### config.mk
export PLATFORM = sky130hd
export DESIGN_NAME = serial_subtractor
export DESIGN_NICKNAME = d
export VERILOG_FILES = /design/src/rtl/serial_subtractor.sv
export SDC_FILE = /design/constraint.sdc
export NUM_CORES = 1
export LEC_CHECK = 0
export ABC_AREA = 1
export CAP_MARGIN = 0
export CORE_UTILIZATION = 45
export CTS_CLUSTER_DIAMETER = 120
export DETAILED_ROUTE_END_ITERATION = 7
export GPL_ROUTABILITY_DRIVEN = 0
export PLACE_DENSITY = 0.67
export SYNTH_ARGS = -nofsm -noshare
export SYNTH_HDL_FRONTEND = slang
export SYNTH_SLANG_ARGS = --single-unit
### constraint.sdc
create_clock -name clk -period 2 [get_ports clk]
set_clock_uncertainty 0.1 [all_clocks]
set_input_delay 0.6 -clock clk [delete_from_list [all_inputs] [get_ports clk]]
set_output_delay 0.6 -clock clk [all_outputs]
set_load 0.02 [all_outputs]
### src/rtl/serial_subtractor.sv
// Bit-serial LSB-first subtractor: diff = a - b - bin over WIDTH cycles,
// using a single full-subtractor cell and a registered borrow.
module serial_subtractor #(
  parameter int unsigned WIDTH = 8
) (
  input  logic             clk,
  input  logic             rst,
  input  logic             start,
  input  logic [WIDTH-1:0] a,
  input  logic [WIDTH-1:0] b,
  input  logic             bin,
  output logic             busy,
  output logic             done,
  output logic [WIDTH-1:0] diff,
  output logic             bout
);

  localparam int unsigned CW = (WIDTH > 1) ? $clog2(WIDTH) : 1;

  typedef enum logic [1:0] {
    IDLE = 2'd0,
    RUN  = 2'd1,
    DONE = 2'd2
  } state_t;

  state_t           state_q, state_d;
  logic [WIDTH-1:0] a_q, a_d;
  logic [WIDTH-1:0] b_q, b_d;
  logic [WIDTH-1:0] diff_q, diff_d;
  logic [CW-1:0]    cnt_q, cnt_d;
  logic             br_q, br_d;
  logic             bout_q, bout_d;
  logic             busy_q, busy_d;
  logic             done_q, done_d;

  // Full-subtractor cell on the current LSBs
  logic d_c;
  logic br_next_c;

  always_comb begin
    d_c       = a_q[0] ^ b_q[0] ^ br_q;
    br_next_c = (~a_q[0] & b_q[0]) | (~(a_q[0] ^ b_q[0]) & br_q);
  end

  // Next-state and datapath control
  always_comb begin
    state_d = state_q;
    a_d     = a_q;
    b_d     = b_q;
    diff_d  = diff_q;
    cnt_d   = cnt_q;
    br_d    = br_q;
    bout_d  = bout_q;

    case (state_q)
      IDLE: begin
        if (start) begin
          a_d     = a;
          b_d     = b;
          br_d    = bin;
          cnt_d   = '0;
          diff_d  = '0;
          bout_d  = 1'b0;
          state_d = RUN;
        end
      end
      RUN: begin
        diff_d = {d_c, diff_q[WIDTH-1:1]};
        a_d    = a_q >> 1;
        b_d    = b_q >> 1;
        br_d   = br_next_c;
        bout_d = br_next_c;
        cnt_d  = cnt_q + CW'(1);
        if (cnt_q == CW'(WIDTH - 1)) begin
          state_d = DONE;
        end
      end
      DONE: begin
        state_d = IDLE;
      end
      default: begin
        state_d = IDLE;
      end
    endcase

    busy_d = (state_d == RUN);
    done_d = (state_d == DONE);
  end

  always_ff @(posedge clk) begin
    if (rst) begin
      state_q <= IDLE;
      a_q     <= '0;
      b_q     <= '0;
      diff_q  <= '0;
      cnt_q   <= '0;
      br_q    <= 1'b0;
      bout_q  <= 1'b0;
      busy_q  <= 1'b0;
      done_q  <= 1'b0;
    end else begin
      state_q <= state_d;
      a_q     <= a_d;
      b_q     <= b_d;
      diff_q  <= diff_d;
      cnt_q   <= cnt_d;
      br_q    <= br_d;
      bout_q  <= bout_d;
      busy_q  <= busy_d;
      done_q  <= done_d;
    end
  end

  assign busy = busy_q;
  assign done = done_q;
  assign diff = diff_q;
  assign bout = bout_q;

endmodule

After elaboration in Yosys (flattened, before gate mapping)

Cells that the tools add are included.

Output and inout port bits: 11
Memory bits (writable): 0
Logic and storage cells: 40
Flip-flop bits (word level): 33
Memories kept: 0
Input bits: 20
Bits in latches: 0
Bits in read-only memories: 0

Add/subtract/negate cells: 1
Equality and inequality tests: 5
Shift-type cells: 0
$mul: 0
$lt $le $gt $ge: 0
Div/mod/pow operators: 0
Bitwise operators: 7
Multiplexer cells: 15
Reductions and logical operators: 3

Operators with widths:

| kind                | count |
|---|---|
| $pmux 8 s2          | 3 |
| $mux 8              | 3 |
| $pmux 3 s2          | 1 |
| $eq 2x1->1 const B  | 2 |
| $mux 2              | 2 |
| $pmux 1 s2          | 2 |
| $pmux 2 s2          | 1 |
| $add 3x1->3 const B | 1 |
| $eq 3x3->1 const B  | 1 |
| $mux 3              | 1 |
| $and 1x1->1         | 2 |
| $eq 2x2->1 const B  | 1 |
| $logic_not 2->1     | 1 |
| $mux 1              | 2 |
| $ne 2x2->1 const B  | 1 |
| $not 1->1           | 2 |
| $reduce_and 2->1    | 1 |
| $reduce_bool 2->1   | 1 |
| $xor 1x1->1         | 2 |
| $or 1x1->1          | 1 |

Depth between registers and ports, before layout

Gate-level depths: netlist (run 1).

Depth in word-level cells: 5
Depth in mapped cells: 8
Depth with buffers taken out: 7

Worst setup path before layout (run 1)

No wires, ideal clock.

Path type: input -> register
From: input port rst
To: register a_q[7]
Required time: 1768 ps
Buffers on the path: 2
Arrival: 1086 ps
Slack: 682 ps
Library setup time: 132 ps
Cell stages on the path: 3
Path through: buf_2 -> buf_1 -> a21oi_1

RTL lines:

| what                 | RTL line | source |
|---|---|---|
| start, declared      | 7        | `input logic rst,` |
| end signal, assigned | 93       | `a_q <= '0;` |
| end signal, assigned | 103      | `a_q <= a_d;` |
| end, declared        | 27       | `logic [WIDTH-1:0] a_q, a_d;` |

No word-level cell between the ends.

Worst setup path in the final report (run 1)

From: register diff_q[5] (netlist: diff[5])
To: output port diff[5]

RTL lines:

| what                   | RTL line | source |
|---|---|---|
| start, declared        | 29       | `logic [WIDTH-1:0] diff_q, diff_d;` |
| start signal, assigned | 105      | `diff_q <= diff_d;` |
| end, declared          | 14       | `output logic [WIDTH-1:0] diff,` |

No word-level cell between the ends.

==> implementation parameters, run 1 <==
Parameter                              Value

Outcome
  Result of the run    finished, final reports clean

Placement
  Detailed placement HPWL    2020 um
  Number of placed cells counting well taps    262
  Placed cell area    0.00182 sq mm
  Post-Place Setup Slack    0.133 ns
  Number of port buffers    30

Timing
  Actual transition at the worst max-transition pin    0.412 ns
  Setup tns final    0 ns
  Worst slack on hold paths    0.369 ns
  Setup repair after global routing missed its margin    false
  Slew Limit Headroom    0.725
  Maximum frequency from static timing analysis    0.573 GHz
  Max-slew violation total from the final report    0
  Share of the clock period used by the worst path    0.872
  Number of hold violations in the final report    0
  Total of endpoints with negative setup slack in the final report    0
  Final min period    1.74 ns
  Crit path setup slack, layout    0.255 ns

Finish
  Non-filler cells, final    270
  Area growth from synthesis to final layout    20.8%
  Cell area after layout    0.00187 sq mm
  Final nets    248
  Final-layout fill cell count    321
  Share of cells above drive strength 1    0.119
  Utilization after layout    0.592
  Antenna diode instance count    0

Min path
  Hold path start    bout
  Min-Delay Path Class    flip-flop to flip-flop
  Hold worst-path end    bout
  Worst Hold Depth    2

Die
  Rows    20
  I/O pin cnt    31
  Std-Cell Core Area    0.00315 sq mm
  Horiz. Die Dim    60.6 um
  Die outline area    0.00367 sq mm
  Initial core utilization    0.490
  Die height    60.6 um

Worst setup path
  Setup slack of the most critical reg-to-reg path    0.46 ns
  Combined buffer and inverter count along the critical path    1
  Cell family contributing the most delay on the critical path    flip-flops
  Startpoint type of the worst setup path    flip-flop
  Worst R2R Start    state_q[0]
  Worst setup path class    flip-flop to output pin
  Capture instance of the worst register-to-register path    a_q[1]
  Worst path cell trace    dlygate4sd2_1
  Data arrival time of the critical path    1.04 ns
  Crit-path max cell delay    0.36 ns
  Slowest cell on the critical path    sky130_fd_sc_hd__dfxtp_1
  Critical path capture point type    output pin
  Number of cells on the worst reg-to-reg path    5
  Required time of the critical path    1.30 ns
  Highest net fanout along the worst path    3

GRT
  Total Routing Usage GR    0.194
  Number of antenna violations at the first check in global routing    0
  Sum of overflow across all layers after global routing    0
  Pin count of the biggest net entering global routing    31
  Vias in the first global route    1187
  Wire length of the first global-routing pass    5110 um

Drt
  Average wire per standard cell    10.9 um
  DRT iter0 DRCs    49
  Final ANT Viol Nets    0
  Remaining routing DRC violations    0
  Detailed-router iteration count before antenna repair    4
  Total vias in the final route    1284
  Per-cell via count in the routed design    4.76
  Total wirelength of the detailed-routed design    2950 um

Clock network
  CTS Buffer Depth    2
  Number of clock buffers inserted by TritonCTS    5
  Clk root buf    sky130_fd_sc_hd__clkbuf_4
  Clk Latency, worst-skew pair    0.33 ns
  Clock-pin slew on the worst setup and hold paths    0.10 ns
  Number of sinks handled by clock tree synthesis    33
  Hold bufs inserted after CTS    0
  CTS H-tree depth    2
  CTS tree    done

Logic synthesis
  Synth cell types    21
  Library cell with the largest summed area after synthesis    sky130_fd_sc_hd__dfxtp_1
  Post-Synthesis Cell Area    0.00154 sq mm
  Sequential element share of the synthesized area    0.428
  Synth top area share    0.428
  Number of synthesized register bits    33
  Number of standard cells after synthesis    196
  Dominant cells by area after synthesis    sky130_fd_sc_hd__dfxtp_1 (43%), sky130_fd_sc_hd__nand2_1 (13%), sky130_fd_sc_hd__nor3_2 (6.5%)
  Mean instance size in the synthesized netlist    7.88 sq um
  Post-Synthesis Net Count    219
  Number of warnings reported in the yosys synthesis log    0

Power
  Leakage dissipation    0.851 nW
  Total design power    1.28 mW
  Maximum VDD drop    0.000437 V
  Pwr per Cell Area    685 mW/mm^2

Run
  Count of maximum capacitance violations    0
where the power goes:
| part | internal [mW] | switching, mW | total [mW] |
|---|---|---|---|
| sequential | 0.694 | 0.0184 | 0.712 |
| clock | 0.134 | 0.217 | 0.351 |
| combinational | 0.0981 | 0.117 | 0.215 |
flip-flops by register name, summed over array words and instances (netlist names):
register	count
a_q	8
b_q	8
bout	1
br_q	1
busy	1
cnt_q	3
diff	8
done	1
state_q	2
area by class of cell:
type | instances | area (sq um) | area share
clock buffer | 6 | 41.3 | 0.0221
clock inverter | 2 | 10.0 | 0.00537
inverter | 22 | 87.6 | 0.0469
multi-input combinational | 129 | 671 | 0.359
sequential | 33 | 661 | 0.354
tap | 44 | 55.1 | 0.0295
timing repair buffer | 34 | 340 | 0.182
layout by cell type (no fill, tap or decap), drive strengths merged:
master	Yosys	final
a211oi	2	2
a21oi	18	18
buf	12	4
clkbuf	0	6
clkdlybuf4s50	0	19
clkinv	0	2
dfxtp	33	33
dlygate4sd2	0	8
dlymetal6s2s	0	3
fa	1	1
ha	2	2
inv	22	22
nand2	57	57
nand3	18	18
nor2	15	15
nor3	10	10
o21ai	3	3
or2	3	3
repair_timing:
action                                  in CTS  in global routing
cloned                                       0                  0
endpoints found under the setup margin       8                  3
endpoints found under the hold margin        0                  0
buffers inserted                             0                  0
resized for setup                            8                  3
per-layer routing:
metal,vias up,global-route usage,share of wire
met5,-,0,0
met3,7,0.0704,0.044
li1,671,-,-
met1,586,0.228,0.47
met4,0,0.0779,0.017
met2,20,0.322,0.47
worst max path at each step:
stage                       start       to  depth (start not counted)
after floorplan               rst   a_q[7]                          3
after global placement      start   a_q[1]                          5
after detailed placement    start   a_q[1]                          5
after CTS                 diff[0]  diff[0]                          1
after global routing      diff[2]  diff[2]                          1
final                     diff[5]  diff[5]                          1
synthesized netlist by cell type, drive strengths merged:
cell type / number
o21ai: 3
nor3: 10
or2: 3
dfxtp: 33
nand3: 18
nor2: 15
nand2: 57
a211oi: 2
buf: 12
a21oi: 18
fa: 1
ha: 2
inv: 22
cells by family after synthesis:
group / Yosys count / share of synthesized area
and+or+nand+nor: 103 / 0.320
buffers and inverters: 34 / 0.138
DFF: 33 / 0.428
adders and majority gates: 3 / 0.0292
AOI/OAI and AO/OA: 23 / 0.0851
No activity file was read; power rests on OpenSTA's default activity.
==> inputs of run 2 (changes only) <==
--- a/config.mk
+++ b/config.mk
@@ -8,7 +8,8 @@
 export ABC_AREA = 1
 export CAP_MARGIN = 0
 export CORE_UTILIZATION = 45
-export CTS_CLUSTER_DIAMETER = 120
+export CTS_CLUSTER_DIAMETER = 50
+export CTS_CLUSTER_SIZE = 10
 export DETAILED_ROUTE_END_ITERATION = 7
 export GPL_ROUTABILITY_DRIVEN = 0
 export PLACE_DENSITY = 0.67
==> constraint.sdc (replaced) <==
create_clock -name clk -period 2 [get_ports clk]
set_clock_uncertainty 0.1 [all_clocks]
set_input_delay 0.6 -clock clk [delete_from_list [all_inputs] [get_ports clk]]
set_output_delay 0.6 -clock clk [all_outputs]
set_load 0.05 [all_outputs]
==> implementation parameters, run 2 (synthesis results as in run 1) <==
Parameter                              Value

Outcome
  Result of the run    finished, final reports clean

Timing
  Slew Limit Headroom    0.717 (-0.00840)
  Actual transition at the worst max-transition pin    0.425 ns (+0.0126 ns)
  Final min period    1.62 ns (-0.127 ns)
  Worst slack on hold paths    0.369 ns (+0.000305 ns)
  Crit path setup slack, layout    0.382 ns (+0.127 ns)
  Number of hold violations in the final report    0 (unchanged)
  Share of the clock period used by the worst path    0.809 (-0.0634)
  Setup repair after global routing missed its margin    false
  Maximum frequency from static timing analysis    0.618 GHz (+7.8%)
  Max-slew violation total from the final report    0 (unchanged)
  Setup tns final    0 ns (unchanged)
  Total of endpoints with negative setup slack in the final report    0 (unchanged)

Worst setup path
  Crit-path max cell delay    0.38 ns (+0.02 ns)
  Critical path capture point type    output pin
  Cell family contributing the most delay on the critical path    flip-flops
  Slowest cell on the critical path    sky130_fd_sc_hd__dfxtp_1
  Data arrival time of the critical path    0.92 ns (-0.12 ns)
  Startpoint type of the worst setup path    flip-flop
  Required time of the critical path    1.30 ns (about the same)
  Combined buffer and inverter count along the critical path    1 (unchanged)
  Number of gates on the worst path with buffers counted    1 (unchanged)
  Worst path cell trace    buf_4
  Highest net fanout along the worst path    3 (unchanged)
  Number of cells on the worst reg-to-reg path    5 (unchanged)
  Worst setup path class    flip-flop to output pin

GRT
  Vias in the first global route    1142 (-3.8%)
  Number of antenna violations at the first check in global routing    0 (unchanged)
  Sum of overflow across all layers after global routing    0 (unchanged)
  Wire length of the first global-routing pass    4930 um (-3.5%)
  Total Routing Usage GR    0.183 (-0.0106)
  Pin count of the biggest net entering global routing    31 (unchanged)

Die
  I/O pin cnt    31 (unchanged)
  Die height    60.6 um (unchanged)
  Horiz. Die Dim    60.6 um (unchanged)
  Initial core utilization    0.490 (unchanged)
  Std-Cell Core Area    0.00315 sq mm (unchanged)
  Rows    20 (unchanged)
  Die outline area    0.00367 sq mm (unchanged)

Min path
  Worst Hold Depth    2 (unchanged)
  Min-Delay Path Class    flip-flop to flip-flop

Drt
  Detailed-router iteration count before antenna repair    4 (unchanged)
  DRT iter0 DRCs    55 (+12%)
  Final ANT Viol Nets    0 (unchanged)
  Remaining routing DRC violations    0 (unchanged)
  Per-cell via count in the routed design    4.67 (-1.8%)
  Total vias in the final route    1261 (-1.8%)
  Average wire per standard cell    10.9 um (-0.47%)
  Total wirelength of the detailed-routed design    2940 um (-0.47%)

Clock network
  Hold bufs inserted after CTS    0 (unchanged)
  Clock-pin slew on the worst setup and hold paths    0.10 ns (about the same)
  Number of clock buffers inserted by TritonCTS    5 (unchanged)
  CTS tree    done
  Post-CTS Resized    0 (-8)
  CTS H-tree depth    2 (unchanged)
  Clk Latency, worst-skew pair    0.33 ns (about the same)
  CTS Buffer Depth    2 (unchanged)
  Number of buffers added for setup after CTS    0 (unchanged)
  Number of sinks handled by clock tree synthesis    33 (unchanged)
  Clk root buf    sky130_fd_sc_hd__clkbuf_4

Power
  Register share of total power    0.554 (-0.003)
  Maximum VDD drop    0.000411 V (-6.1%)
  Switching Share    0.281 (+0.00488)
  Pwr per Cell Area    700 mW/mm^2 (+2.1%)
  Leakage dissipation    0.785 nW (-7.8%)
  Part of the total power dissipated in the clock network    0.270 (-0.004)
  Total internal power    0.926 mW (about the same)
  Portion of total power attributed to combinational logic    0.175 (+0.007)
  Switch Pwr    0.361 mW (+2.5%)

Placement
  Number of port buffers    30 (unchanged)
  Post-Place Setup Slack    0.130 ns (-0.00351 ns)
  Placed cell area    0.00179 sq mm (-1.5%)
  Detailed placement HPWL    2010 um (-0.20%)

Finish
  Area taken by multi-input logic gates    671 sq um (unchanged)
  Cell area after layout    0.00184 sq mm (-1.3%)
  Seq. cell area    661 sq um (unchanged)
  Commonest non-fill, non-tap cell in the layout    sky130_fd_sc_hd__nand2_1
  Share of cells above drive strength 1    0.168 (+0.0487)
  Final nets    248 (unchanged)
  Area growth from synthesis to final layout    19.2%
  Final-layout fill cell count    325 (+1.2%)
  Antenna diode instance count    0 (unchanged)
  Top library cells by usage in the layout, fill and taps aside    sky130_fd_sc_hd__nand2_1 (55), sky130_fd_sc_hd__dfxtp_1 (33), sky130_fd_sc_hd__inv_1 (20)

Run
  Count of maximum capacitance violations    0 (unchanged)
## run 2: final cells by class
type,count,area share
Multi-Input combinational cell,129,0.364
Timing Repair Buffer,34,0.171
Clock inverter,2,0.00544
Inverter,22,0.0476
Clock buffer,6,0.0224
Tap cell,44,0.0299
Sequential cell,33,0.359
## run 2: metal layers
layer	GRT usage	share of wire	up-vias
li1	-	-	671
met4	0.0682	0.013	0
met1	0.241	0.48	561
met3	0.0576	0.052	5
met2	0.284	0.45	24
met5	0	0	-
## run 2: power groups by stage
stage                     combinational, mW  clock (mW)  sequential [mW]
after detailed placement              0.227           0            0.729
after global routing                  0.254       0.385            0.719
final                                 0.226       0.348            0.714
after CTS                             0.227       0.360            0.714
after floorplan                       0.160           0            0.738
after global placement                0.222           0            0.727
## run 2: final timing paths
kind / to / slack (ns) / from
setup / recovery: diff[7] / 0.38 / diff[7]
hold / removal: a_q[7] / 0.37 / a_q[7]
setup reg to reg: a_q[2] / 0.47 / state_q[0]
hold reg to reg: a_q[7] / 0.37 / a_q[7]
## run 2: per-stage QoR
step	total power [mW]	util	std cells
2_1_floorplan	0.897	-	196
3_3_place_gp	0.949	0.567	262
3_5_place_dp	0.956	0.567	262
4_1_cts	1.30	0.584	270
5_1_grt	1.36	0.584	270
6_report	1.29	0.584	270
## run 2: worst reg2reg max path, stage by stage (launching register included)
cell and delay [ns]:
sky130_fd_sc_hd__dfxtp_1 0.59, sky130_fd_sc_hd__nand2_4 0.20, sky130_fd_sc_hd__inv_4 0.31, sky130_fd_sc_hd__nand2_1 0.10, sky130_fd_sc_hd__nand3_1 0.09, sky130_fd_sc_hd__nor2_1 0.05
==> inputs of run 3 (changes only) <==
==> constraint.sdc (replaced) <==
create_clock -name clk -period 1.5 [get_ports clk]
set_clock_uncertainty 0.1 [all_clocks]
set_input_delay 0.45 -clock clk [delete_from_list [all_inputs] [get_ports clk]]
set_output_delay 0.45 -clock clk [all_outputs]
set_load 0.05 [all_outputs]
==> implementation parameters, run 3 (synthesis results as in run 1) <==
Parameter                              Value

Clock network
  CTS H-tree depth    2 (unchanged)
  Hold bufs inserted after CTS    0 (unchanged)
  Clock-pin slew on the worst setup and hold paths    0.09 ns (about the same)
  CTS tree    done
  CTS Buffer Depth    2 (unchanged)
  Number of sinks handled by clock tree synthesis    33 (unchanged)
  Clk Latency, worst-skew pair    0.33 ns (about the same)
  Number of clock buffers inserted by TritonCTS    5 (unchanged)
  Clk root buf    sky130_fd_sc_hd__clkbuf_4

Worst setup path
  Data arrival time of the critical path    0.90 ns (-0.02 ns)
  Cell family contributing the most delay on the critical path    flip-flops
  Startpoint type of the worst setup path    flip-flop
  Combined buffer and inverter count along the critical path    1 (unchanged)
  Required time of the critical path    0.95 ns (-0.35 ns)
  Highest net fanout along the worst path    3 (unchanged)
  Worst setup path class    flip-flop to output pin
  Setup slack of the most critical reg-to-reg path    0.11 ns (-0.36 ns)
  Critical path capture point type    output pin
  Number of gates on the worst path with buffers counted    1 (unchanged)
  Crit-path max cell delay    0.41 ns (+0.03 ns)
  Slowest cell on the critical path    sky130_fd_sc_hd__dfxtp_1
  Worst path cell trace    buf_12
  Number of cells on the worst reg-to-reg path    5 (unchanged)

Die
  Die outline area    0.00367 sq mm (unchanged)
  Std-Cell Core Area    0.00315 sq mm (unchanged)
  Die height    60.6 um (unchanged)
  Initial core utilization    0.490 (unchanged)
  Horiz. Die Dim    60.6 um (unchanged)
  I/O pin cnt    31 (unchanged)
  Rows    20 (unchanged)

Outcome
  Result of the run    finished, final reports clean

GRT
  Wire length of the first global-routing pass    4930 um (unchanged)
  Number of antenna violations at the first check in global routing    0 (unchanged)
  Vias in the first global route    1199 (+5.0%)
  Pin count of the biggest net entering global routing    30 (-3.2%)
  Sum of overflow across all layers after global routing    0 (unchanged)
  Total Routing Usage GR    0.184 (+0.000847)

Power
  Total design power    1.79 mW (+39%)
  Leakage dissipation    0.846 nW (+7.7%)
  Maximum VDD drop    0.000591 V (+44%)
  Pwr per Cell Area    877 mW/mm^2 (+25%)

Timing
  Actual transition at the worst max-transition pin    0.427 ns (+0.00225 ns)
  Number of hold violations in the final report    0 (unchanged)
  Share of the clock period used by the worst path    0.963
  Maximum frequency from static timing analysis    0.692 GHz
  Setup repair after global routing missed its margin    false
  Total of endpoints with negative setup slack in the final report    0 (unchanged)
  Slew Limit Headroom    0.715 (-0.00150)
  Max-slew violation total from the final report    0 (unchanged)
  Final min period    1.45 ns

Finish
  Final nets    253 (+2.0%)
  Area growth from synthesis to final layout    31.8%
  Utilization after layout    0.645 (+0.0615)
  Antenna diode instance count    0 (unchanged)
  Share of cells above drive strength 1    0.191 (+0.0232)
  Non-filler cells, final    274 (+1.5%)
  Top library cells by usage in the layout, fill and taps aside    sky130_fd_sc_hd__nand2_1 (55), sky130_fd_sc_hd__dfxtp_1 (31), sky130_fd_sc_hd__inv_1 (20)
  Commonest non-fill, non-tap cell in the layout    sky130_fd_sc_hd__nand2_1

Drt
  Remaining routing DRC violations    0 (unchanged)
  DRT iter0 DRCs    66 (+20%)
  Average wire per standard cell    10.9 um (about the same)
  Total vias in the final route    1312 (+4.0%)
  Per-cell via count in the routed design    4.79 (+2.5%)
  Total wirelength of the detailed-routed design    2980 um (+1.6%)
  Final ANT Viol Nets    0 (unchanged)
  Detailed-router iteration count before antenna repair    4 (unchanged)

Placement
  Number of port buffers    30 (unchanged)
  Number of placed cells counting well taps    267 (+1.9%)
  Detailed placement HPWL    2140 um (+6.4%)

Run
  Count of maximum capacitance violations    0 (unchanged)

Min path
  Min-Delay Path Class    flip-flop to flip-flop
  Worst Hold Depth    2 (unchanged)
## run 3: changes by cell type in the layout (fill, tap and decap cells not counted), sizes merged
cell | previous run | this run
clkinv | 2 | 0
clkbuf | 6 | 7
buf | 15 | 20
## run 3: worst paths after layout
kind         endpoint        from
max           diff[5]     diff[5]
min            a_q[7]      a_q[7]
max reg2reg    a_q[5]  state_q[0]
min reg2reg    a_q[7]      a_q[7]
## run 3: layout make-up
class | count | area, sq um
fill | 293 | 1120
multi-input combinational | 129 | 671
sequential | 33 | 663
timing repair buffer | 39 | 503
inverter | 22 | 87.6
clock buffer | 7 | 55.1
tap | 44 | 55.1
## run 3: repair_timing
action,4_1_cts,5_1_grt
buffers inserted,0,0
resized for setup,0,2
endpoints found under the setup margin,0,2
## run 3: stage by stage
stage               instance area, sq um  setup TNS, ns  setup slack [ns]  hold WS (ns)
floorplan                           1540              0             0.332         0.328
global placement                    1980          -5.22            -0.207         0.341
detailed placement                  1980          -5.61            -0.226         0.349
CTS                                 2030              0            0.0382         0.365
global route                        2030              0           0.00585         0.390
finish                              2030              0            0.0548         0.363
## run 3: report_power, final
part / switching [mW] / leakage (nW) / internal (mW)
logic: 0.176 / 0.543 / 0.160
registers: 0.0268 / 0.272 / 0.926
clock network: 0.276 / 0.0314 / 0.221
total: 0.478 / 0.846 / 1.31
## run 3: per-layer routing
metal	global-route usage	part of all wire	vias to the layer above
met5	0	0	-
met4	0.114	0.022	0
met3	0.0469	0.050	7
met2	0.300	0.48	31
met1	0.218	0.45	595
li1	-	-	679
==> patch, RTL diff (flow settings as in run 3) <==
`WIDTH`: 8 -> 16.
--- a/src/rtl/serial_subtractor.sv
+++ b/src/rtl/serial_subtractor.sv
@@ -1,7 +1,7 @@
 // Bit-serial LSB-first subtractor: diff = a - b - bin over WIDTH cycles,
 // using a single full-subtractor cell and a registered borrow.
 module serial_subtractor #(
-  parameter int unsigned WIDTH = 8
+  parameter int unsigned WIDTH = 16
 ) (
   input  logic             clk,
   input  logic             rst,
Interface: changed (resized a, b and diff); port bits go from 31 to 55. The function was not compared with the original's and may differ.
==> patch against run 3 <==
  * Sequential cell count rose by 25
  * Worst setup slack about the same
  * Power increased by 96%
  * Via count is 84% higher
  * Area after synthesis up 62%
  * Combinational power grew 46%
  * Wire length grew 100%
  * Final area up 77%
==> patch: results (changes against run 3) <==
Status: completed (unchanged)
CTS Root Cell: clkbuf_8 (was clkbuf_4)
Place WS: -293 ps (was -226 ps)
Post-DP Area: 3370 um2 (was 1980 um2)
First-pass GRT wire length: 10,200 um (was 4930 um)
Fin Hold WS: 358 ps (was 363 ps)
Synth Net Count: 410 (was 219)
Number of global-route vias before repair: 2,258 (was 1,199)
Syn Inst Count: 372 (was 196)
Final WL: 6060 um (was 2980 um)
GRT Overall Usage: 22.1% (was 18.4%)
R2R setup slack: 150 ps (was 110 ps)
Crit share post-route: 96.4% (was 96.3%)
Seq/Total Area, Yosys: 46.3% (was 42.8%)
Leak: 1.58 nW (was 0.846 nW)
Max-slew headroom: 76.7% (was 71.5%)
Vias: 2,415 (was 1,312)
Synth unique cells: 17 (was 21)
Number of fill cells: 462 (was 293)
DR iter-0 viols: 97 (was 66)
H-tree depth: 3 (was 2)
Port Buf Inserts: 54 (was 30)
Max VDD drop: 0.000682 V (was 0.000591 V)
Routed WL per cell: 12.0 um (was 10.9 um)
Layout cells sized above 1: 12.7% (was 19.1%)
Nets: 467 (was 253)
Clock transition at path regs: 70 ps (was 90 ps)
## patch: changes by cell type in the layout (fill, tap and decap cells not counted), sizes merged, moves of 13 or more
cell,before,now
nor2,15,67
nand2,57,102
nand3,18,56
dfxtp,33,58
clkdlybuf4s50,19,34
buf,20,34
inv,22,36
a21oi,18,5
## patch: final timing paths
path,from,cells past startpoint,to
max,diff[15]$_SDFFE_PP0P_,1,diff[15]
min reg2reg,b_q[5]$_SDFFE_PP0P_,2,b_q[4]$_SDFFE_PP0P_
max reg2reg,state_q[1]$_SDFF_PP0_,7,cnt_q[3]$_SDFFE_PP0P_
min,b_q[5]$_SDFFE_PP0P_,2,b_q[4]$_SDFFE_PP0P_
## patch: kinds of logic after synthesis
logic type / Yosys count / share of synthesized area (%)
AO/OA/AOI/OAI: 25 / 5.59
AND/OR/NAND/NOR: 227 / 37.0
flip-flops: 58 / 46.3
buffers and inverters: 60 / 9.83
adder cells (fa/ha/maj): 2 / 1.30
## patch: final cells by class
cell class,instances,share of cell area [%]
tap,70,2.43
multi-input combinational,254,31.1
inverter,36,3.76
clock buffer,12,4.03
sequential,58,32.3
clock inverter,3,1.11
timing repair buffer,70,25.3
## patch: report_power, final
part | internal [mW] | switching [mW]
clock network | 0.799 | 0.572
logic | 0.235 | 0.258
registers | 1.61 | 0.0382
total | 2.64 | 0.868
## patch: metal layers
metal | up-vias | track usage (%) | part of all wire (%)
li1 | 1276 | - | -
met2 | 55 | 38.3 | 50
met5 | - | 0 | 0
met1 | 1076 | 26.9 | 45
met4 | 0 | 9.42 | 1.4
met3 | 8 | 3.83 | 3.5
